File: src/rtl/sd_cic_decimator_if.sv
// Bitstream-in / PCM-out bus of the sinc3 decimator.
interface sd_cic_decimator_if #(
  parameter int unsigned OUT_W = 16
);
  logic                    bs_in;
  logic                    bs_en;
  logic signed [OUT_W-1:0] pcm_out;
  logic                    pcm_valid;
  logic                    sat_flag;

  // Bitstream source / PCM consumer side
  modport master (
    output bs_in,
    output bs_en,
    input  pcm_out,
    input  pcm_valid,
    input  sat_flag
  );

  // Decimator side
  modport slave (
    input  bs_in,
    input  bs_en,
    output pcm_out,
    output pcm_valid,
    output sat_flag
  );
endinterface

File: src/rtl/sd_cic_decimator.sv
// 3rd-order CIC (sinc3) decimator: 1-bit sigma-delta stream to signed PCM.
// Integrators and combs wrap modulo 2^W by design; only the final PCM
// value is saturated.
module sd_cic_decimator #(
  parameter int unsigned LOG2_DECIM = 6,
  parameter int unsigned OUT_W      = 16
) (
  input  logic              clk,
  input  logic              rst_n,
  sd_cic_decimator_if.slave cic_if
);

  localparam int unsigned W     = 3 * LOG2_DECIM + 2;
  localparam int unsigned SHIFT = 3 * LOG2_DECIM - 15;

  localparam logic signed [W-1:0] PCM_MAX = W'(2 ** (OUT_W - 1) - 1);
  localparam logic signed [W-1:0] PCM_MIN = W'(-(2 ** (OUT_W - 1)));

  // Warm-up: the first three comb outputs see an unfilled window
  typedef enum logic [1:0] {
    ST_WARM0,
    ST_WARM1,
    ST_WARM2,
    ST_RUN
  } state_e;

  state_e state_q, state_d;

  logic signed [W-1:0]     i1_q, i2_q, i3_q;
  logic signed [W-1:0]     i1_d, i2_d, i3_d;
  logic signed [W-1:0]     d1_q, d2_q, d3_q;
  logic signed [W-1:0]     d1_d, d2_d, d3_d;
  logic [LOG2_DECIM-1:0]   cnt_q, cnt_d;
  logic signed [OUT_W-1:0] pcm_q, pcm_d;
  logic                    valid_q, valid_d;
  logic                    sat_q, sat_d;

  logic signed [W-1:0]     x_c;
  logic signed [W-1:0]     c1_c, c2_c, c3_c;
  logic signed [W-1:0]     y_c;
  logic signed [OUT_W-1:0] pcm_sat_c;
  logic                    clip_c;
  logic                    tick_c;

  assign x_c    = cic_if.bs_in ? W'(1) : '1;
  assign tick_c = cic_if.bs_en & (&cnt_q);

  assign c1_c = i3_q - d1_q;
  assign c2_c = c1_c - d2_q;
  assign c3_c = c2_c - d3_q;
  assign y_c  = c3_c >>> SHIFT;

  // Clip the scaled comb output to the PCM range
  always_comb begin
    pcm_sat_c = y_c[OUT_W-1:0];
    clip_c    = 1'b0;
    if (y_c > PCM_MAX) begin
      pcm_sat_c = PCM_MAX[OUT_W-1:0];
      clip_c    = 1'b1;
    end else if (y_c < PCM_MIN) begin
      pcm_sat_c = PCM_MIN[OUT_W-1:0];
      clip_c    = 1'b1;
    end
  end

  // Integrator chain, bit counter and comb delays
  always_comb begin
    i1_d  = i1_q;
    i2_d  = i2_q;
    i3_d  = i3_q;
    cnt_d = cnt_q;
    d1_d  = d1_q;
    d2_d  = d2_q;
    d3_d  = d3_q;
    if (cic_if.bs_en) begin
      i1_d  = i1_q + x_c;
      i2_d  = i2_q + i1_q;
      i3_d  = i3_q + i2_q;
      cnt_d = cnt_q + LOG2_DECIM'(1);
    end
    if (tick_c) begin
      d1_d = i3_q;
      d2_d = c1_c;
      d3_d = c2_c;
    end
  end

  // Warm-up sequencing and output strobe generation
  always_comb begin
    state_d = state_q;
    pcm_d   = pcm_q;
    valid_d = 1'b0;
    sat_d   = 1'b0;
    if (tick_c) begin
      case (state_q)
        ST_WARM0: state_d = ST_WARM1;
        ST_WARM1: state_d = ST_WARM2;
        ST_WARM2: state_d = ST_RUN;
        ST_RUN: begin
          state_d = ST_RUN;
          pcm_d   = pcm_sat_c;
          valid_d = 1'b1;
          sat_d   = clip_c;
        end
        default: state_d = ST_WARM0;
      endcase
    end
  end

  // Warm-up state register
  always_ff @(posedge clk) begin
    if (!rst_n) begin
      state_q <= ST_WARM0;
    end else begin
      state_q <= state_d;
    end
  end

  // Datapath and output registers
  always_ff @(posedge clk) begin
    if (!rst_n) begin
      i1_q    <= '0;
      i2_q    <= '0;
      i3_q    <= '0;
      d1_q    <= '0;
      d2_q    <= '0;
      d3_q    <= '0;
      cnt_q   <= '0;
      pcm_q   <= '0;
      valid_q <= 1'b0;
      sat_q   <= 1'b0;
    end else begin
      i1_q    <= i1_d;
      i2_q    <= i2_d;
      i3_q    <= i3_d;
      d1_q    <= d1_d;
      d2_q    <= d2_d;
      d3_q    <= d3_d;
      cnt_q   <= cnt_d;
      pcm_q   <= pcm_d;
      valid_q <= valid_d;
      sat_q   <= sat_d;
    end
  end

  assign cic_if.pcm_out   = pcm_q;
  assign cic_if.pcm_valid = valid_q;
  assign cic_if.sat_flag  = sat_q;

endmodule

File: src/flat_wrapper.sv
// flat-port wrapper written by rule: the top's interface ports become plain ports
module sd_cic_decimator_flat 
#(
  parameter int unsigned LOG2_DECIM = 6,
  parameter int unsigned OUT_W      = 16
)
  (clk, rst_n, cic_if_bs_in, cic_if_bs_en, cic_if_pcm_out, cic_if_pcm_valid, cic_if_sat_flag);
  sd_cic_decimator_if #(.OUT_W(OUT_W)) cic_if_i ();
  input  logic clk;
  input  logic rst_n;
  input wire logic [$bits(cic_if_i.bs_in)-1:0] cic_if_bs_in;
  input wire logic [$bits(cic_if_i.bs_en)-1:0] cic_if_bs_en;
  output wire logic [$bits(cic_if_i.pcm_out)-1:0] cic_if_pcm_out;
  output wire logic [$bits(cic_if_i.pcm_valid)-1:0] cic_if_pcm_valid;
  output wire logic [$bits(cic_if_i.sat_flag)-1:0] cic_if_sat_flag;
  assign cic_if_i.bs_in = cic_if_bs_in;
  assign cic_if_i.bs_en = cic_if_bs_en;
  assign cic_if_pcm_out = cic_if_i.pcm_out;
  assign cic_if_pcm_valid = cic_if_i.pcm_valid;
  assign cic_if_sat_flag = cic_if_i.sat_flag;
  sd_cic_decimator #(.LOG2_DECIM(LOG2_DECIM), .OUT_W(OUT_W)) u_core (.clk(clk), .rst_n(rst_n), .cic_if(cic_if_i));
endmodule
File: config.mk
export PLATFORM = sky130hd
export DESIGN_NAME = sd_cic_decimator_flat
export DESIGN_NICKNAME = d
export VERILOG_FILES = /design/src/rtl/sd_cic_decimator_if.sv /design/src/rtl/sd_cic_decimator.sv /design/src/flat_wrapper.sv
export SDC_FILE = /design/constraint.sdc
export NUM_CORES = 1
export LEC_CHECK = 0
export ABC_AREA = 1
export CORE_AREA = 2 2 132 134
export CTS_BUF_LIST = sky130_fd_sc_hd__clkbuf_4 sky130_fd_sc_hd__clkbuf_8
export DETAILED_ROUTE_END_ITERATION = 10
export DIE_AREA = 0 0 134 136
export GPL_ROUTABILITY_DRIVEN = 0
export PLACE_DENSITY = 0.82
export SLEW_MARGIN = 25
export SYNTH_ARGS = -nofsm -noshare
export SYNTH_HDL_FRONTEND = slang
export SYNTH_SLANG_ARGS = --single-unit
File: constraint.sdc
create_clock -name clk -period 12.65 [get_ports clk]
set_clock_uncertainty 0.2 [all_clocks]
set_input_delay 2.53 -clock clk [delete_from_list [all_inputs] [get_ports clk]]
set_output_delay 2.53 -clock clk [all_outputs]
set_load 0.005 [all_outputs]
* Word-level counts from Yosys, hierarchy flattened
Index checks and enable logic that the tools add are counted.
** Word-level totals
- Register bits after elaboration :: 146
- Bits of input ports :: 4
- Output and inout bits :: 18
- Logic and storage cells :: 37
** Operators by class
- Add/sub/neg operators :: 7
- Order comparisons :: 2
- Equal/unequal tests :: 3
- Muxes and demuxes :: 7
- Bitwise gates (word level) :: 1
- Reductions and logical operators :: 6
** Operators with widths (number)
- 20-bit adder :: 3
- 20-bit subtractor :: 3
- 16-bit 2-to-1 mux :: 2
- 20-bit 2-to-1 mux :: 1
- 17-bit by 16-bit > comparator with 1-bit output (second input constant) :: 1
- 17-bit by 16-bit < comparator with 1-bit output (second input constant) :: 1
- 6-bit by 1-bit adder with 6-bit output (second input constant) :: 1
- 2-bit case mux with 3 select lines :: 1
- 6-bit AND reduction :: 1
- 2-bit equality test (second input constant) :: 2
- 2-bit AND reduction :: 2
- 1-bit 2-to-1 mux :: 3
- 3-bit AND reduction :: 1
- 2-bit by 1-bit equality test with 1-bit output (second input constant) :: 1
- 2-bit logical NOT :: 1
- 2-bit OR reduction :: 1
- 1-bit bitwise AND :: 1

* Depth between registers and ports, before layout
- Depth after elaboration :: 6
- Mapped depth :: 35

* Worst setup path before layout
Ideal clock, no wire load.
- Kind :: register -> register
- Start point :: register u_core.i3_q[0]
- End point :: register u_core.pcm_q[10], in the netlist u_core.cic_if.pcm_out[10]
- Arrival :: 4.622 ns
- Data required time :: 12.328 ns
- Setup slack :: 7.706 ns
- Cell stages (with the launch flop) :: 32
- Period minus slack after synthesis :: 4.944 ns
- Cell sequence :: dfxtp_1 -> inv_1 -> ha_1 -> inv_1 -> fa_1 -> a21oi_1 -> o21ai_1 -> a21boi_0 -> xnor2_1 -> ha_1 -> a21o_1 -> a31oi_1 -> nand2_1 -> a21oi_1 -> inv_1 -> nand2_1 -> nand2_1 -> a31oi_1 -> xor2_1 -> ha_1 -> nand2_1 -> nor3_1 -> nand4_1 -> nand3_1 -> a21oi_1 -> inv_1 -> nand3_2 -> nand3_2 -> nand2_1 -> inv_2 -> buf_6 -> a21oi_2
** On the way
- Cells in the longest elaborated chain, start to end :: 6
** RTL lines
- start: declaration :: line sd_cic_decimator.sv:29 : logic signed [W-1:0] i1_q, i2_q, i3_q;
- start signal: assignment :: line sd_cic_decimator.sv:135 : i3_q <= i3_d;
- 20-bit subtractor * :: line sd_cic_decimator.sv:48 : assign c1_c = i3_q - d1_q;
- net u_core.c1_c[10] :: line sd_cic_decimator.sv:39 : logic signed [W-1:0] c1_c, c2_c, c3_c;
- 20-bit subtractor * :: line sd_cic_decimator.sv:49 : assign c2_c = c1_c - d2_q;
- net u_core.c2_c[17] :: line sd_cic_decimator.sv:39
- 20-bit subtractor * :: line sd_cic_decimator.sv:50 : assign c3_c = c2_c - d3_q;
- 17-bit by 16-bit < comparator with 1-bit output :: line sd_cic_decimator.sv:60 : end else if (y_c < PCM_MIN) begin
- 16-bit 2-to-1 mux :: line sd_cic_decimator.sv:60
- 16-bit 2-to-1 mux * :: line sd_cic_decimator.sv:57 : if (y_c > PCM_MAX) begin
- end signal: assignment :: line sd_cic_decimator.sv:140 : pcm_q <= pcm_d;
- end: declaration :: line sd_cic_decimator.sv:34 : logic signed [OUT_W-1:0] pcm_q, pcm_d;
The timed path passes the listed nets; every way through them passes the cells marked *.
A chain may end at the register's enable or synchronous reset.

* Worst setup path after layout
- Start point :: register u_core.i3_q[0]
- End point :: register u_core.pcm_q[1], in the netlist u_core.cic_if.pcm_out[1]
The elaborated chain is that of the path after synthesis.

==> impl_metrics.toml <==
[synthesis]
ys_top_cells_by_count = "inv_1, nand2_1, a21oi_1"
yosysMostFrequentCell = "inv_1"
synth_cells = 1555
syn-num-nets = 1677
syn_area_um2 = 10800
synth_cell_types = 43
synth_area_leader_cell = "dfxtp_1"
synth_top_area_share = 0.271
ys_seq_elements = 146
synth_ff_type = "dfxtp_1"
yosysSeqAreaShare = 0.271
synth_edf_count = 0
yosys_warnings = 0
synthTopCellsByArea = "dfxtp_1, ha_1, a21oi_1"
synthArstFlopShare = 0
avgSynthCellArea_um2 = 6.95

[global_routing]
grt_max_degree = 113
grt_pass1_wl_mm = 42.2
first_global_vias = 9427
antenna_found_initial = 0
track_usage = 0.282
gr-total-overflow = 0

[die]
io_pins = 22
fp-row-count = 48
start_util = 0.640
dieArea_um2 = 18200
die_y_um = 136
core_area_um2 = 16900
dieWidth_um = 134

[placed_design]
placed_area_um2 = 11100
dpl.cell_count = 1761
dp_hpwl_mm = 18.7
port-buffer-count = 21
dp_worst_setup_slack_ns = 6.79

[clock_network]
clk_latency_ns = 0.47
clock_path_buffers = 2
clkTransAtPathRegs_ns = 0.10
cts-root-buf = "clkbuf_8"
cts_hold_buf = 0
cts-resized-gates = 0
cts_setup_buffers = 0
clock-sinks = 146
cts_made_buffers = 17
tritoncts = "done"
cts_max_level = 4

[sta]
setup_tns_ns = 0
rsz0062_at_grt = "false"
fin_crit_ns = 5.79
setup_viol = 0
slew_headroom = 0.362
whs_ns = 0.263
hold_violations = 0
fmax_ghz = 0.173
finalCritPeriodShare = 0.457
finalWorstSetupSlack_ns = 6.86
drv_slew = 0
worst_slew_pin_slew_ns = 0.958

[final_layout]
ff_latch_area_um2 = 2920
diodes = 0
fin_util = 0.685
synthToLayoutAreaGrowth_pct = 6.96
final_cell_count_no_fill = 1793
nets = 1677
n_fill_cell = 1488
drive_gt1_frac = 0.0542
design_area_um2 = 11600
multi_input_area_um2 = 6830

[power_and_ir_drop]
p_leak_nw = 5.55
power_mw = 2.18
p_clk_frac = 0.182
p_int_mw = 1.12
power_per_cell_area_nw_per_um2 = 188
power_frac_seq = 0.234
p_comb_frac = 0.585
switching_share = 0.485
switchingPower_mw = 1.06
vdd_drop_max_mv = 0.182

[critical_path]
required_ns = 12.81
slowest_delay_ns = 0.47
r2r_slack_ns = 6.86
critical_path.endpoint = "u_core.cic_if.pcm_out[1]"
cp_max_fo = 15
worst-setup-path-type = "register to register"
reg2reg_to = "u_core.cic_if.pcm_out[1]"
reg2reg_depth = 30
start_kind = "register"
cp_common_cell = "nand2_1"
critPathArrivalTime_ns = 5.95
cp-startpoint = "u_core.i3_q[0]"
worstSetupEndpointType = "register"
r2r_start = "u_core.i3_q[0]"
cpMaxStageDelayCell = "fa_1"

[drt]
routedWlPerCell_um = 14.0
drt-initial-drc-count = 530
wirelength_mm = 25.2
dr.pass1.iters = 6
drcViolationCount = 0
ant_nets = 0
viasPerCell = 5.61
routed-via-count = 10100

[outcome]
status = "finished, final reports clean"

[worst_hold_path]
min-delay-path-class = "register to register"

[run]
maxCapViolCount = 0
==> how the worst min path moves through the flow <==
stage               cells past startpoint  slack (ns)         endpoint             from
global placement                        2        0.24  u_core.d1_q[13]  u_core.d1_q[13]
CTS                                     2        0.27   u_core.d1_q[8]   u_core.d1_q[8]
finish                                  2        0.26  u_core.d1_q[18]  u_core.d1_q[18]
global route                            2        0.28  u_core.d1_q[10]  u_core.d1_q[10]
detailed placement                      2        0.25   u_core.d1_q[8]   u_core.d1_q[8]
floorplan                               2        0.24  u_core.d1_q[10]  u_core.d1_q[10]
==> placed cells by master, fill, tap and decap left out, drive strengths merged, types with 2 or more instances in the layout <==
master / netlist / routed
xnor2: 35 / 35
nand4: 10 / 10
a211oi: 4 / 4
o211ai: 23 / 23
dfxtp: 146 / 146
a21o: 8 / 8
o21bai: 8 / 8
nor2: 153 / 153
bufinv: 0 / 2
buf: 3 / 7
inv: 229 / 240
o21ai: 186 / 186
nand2: 224 / 224
a31oi: 13 / 13
nor3b: 2 / 2
ha: 113 / 113
clkdlybuf4s50: 0 / 19
fa: 5 / 5
nor4: 5 / 5
o31ai: 3 / 3
a21boi: 6 / 6
clkbuf: 42 / 17
clkinvlp: 0 / 2
and3: 3 / 3
a21oi: 204 / 204
nor3: 11 / 11
nand3: 52 / 52
xor2: 61 / 61
==> area by class of cell <==
class,instances,share of cell area
Tap cell,225,0.0244
Sequential cell,146,0.253
Timing Repair Buffer,26,0.0206
Multi-Input combinational cell,1135,0.591
Clock buffer,17,0.0203
Inverter,229,0.0744
Clock inverter,15,0.0159
==> layer usage <==
metal / routed length [um] / part of all wire / GRT usage
met5: 0 / 0 / 0
met4: 1170 / 0.046 / 0.147
met3: 661 / 0.026 / 0.0425
met2: 12800 / 0.51 / 0.532
met1: 10500 / 0.42 / 0.304
==> cell families after synthesis <==
family / synth area share
compound gates: 0.232
xor+xnor: 0.0778
fa+ha+maj: 0.140
buf+inv: 0.0970
flops: 0.271
simple gates: 0.183
==> power groups by stage <==
stage                     Sequential (mW)  Clock, mW  Combinational (mW)
after floorplan                     0.509          0                1.01
after global placement              0.518          0                1.23
after detailed placement            0.519          0                1.25
after CTS                           0.508      0.401                1.26
after global routing                0.511      0.421                1.42
final                               0.509      0.395                1.27
==> critical path: cells and delay by family (launching register included) <==
kind,cells,cell delay [ns]
fa+ha+maj,4,1.38
flops,1,0.32
simple gates,10,1.14
compound gates,9,1.68
xor+xnor,2,0.30
buf+inv,5,0.65
==> state kept, by name, summed over array words and instances (netlist names) <==
name / flops
u_core.cic_if.sat_flag: 1
u_core.state_q: 2
u_core.i1_q: 20
u_core.d3_q: 20
u_core.i3_q: 20
u_core.cic_if.pcm_valid: 1
u_core.d1_q: 20
u_core.cic_if.pcm_out: 16
u_core.i2_q: 20
u_core.d2_q: 20
u_core.cnt_q: 6
No activity file was read; power rests on OpenSTA's default activity.
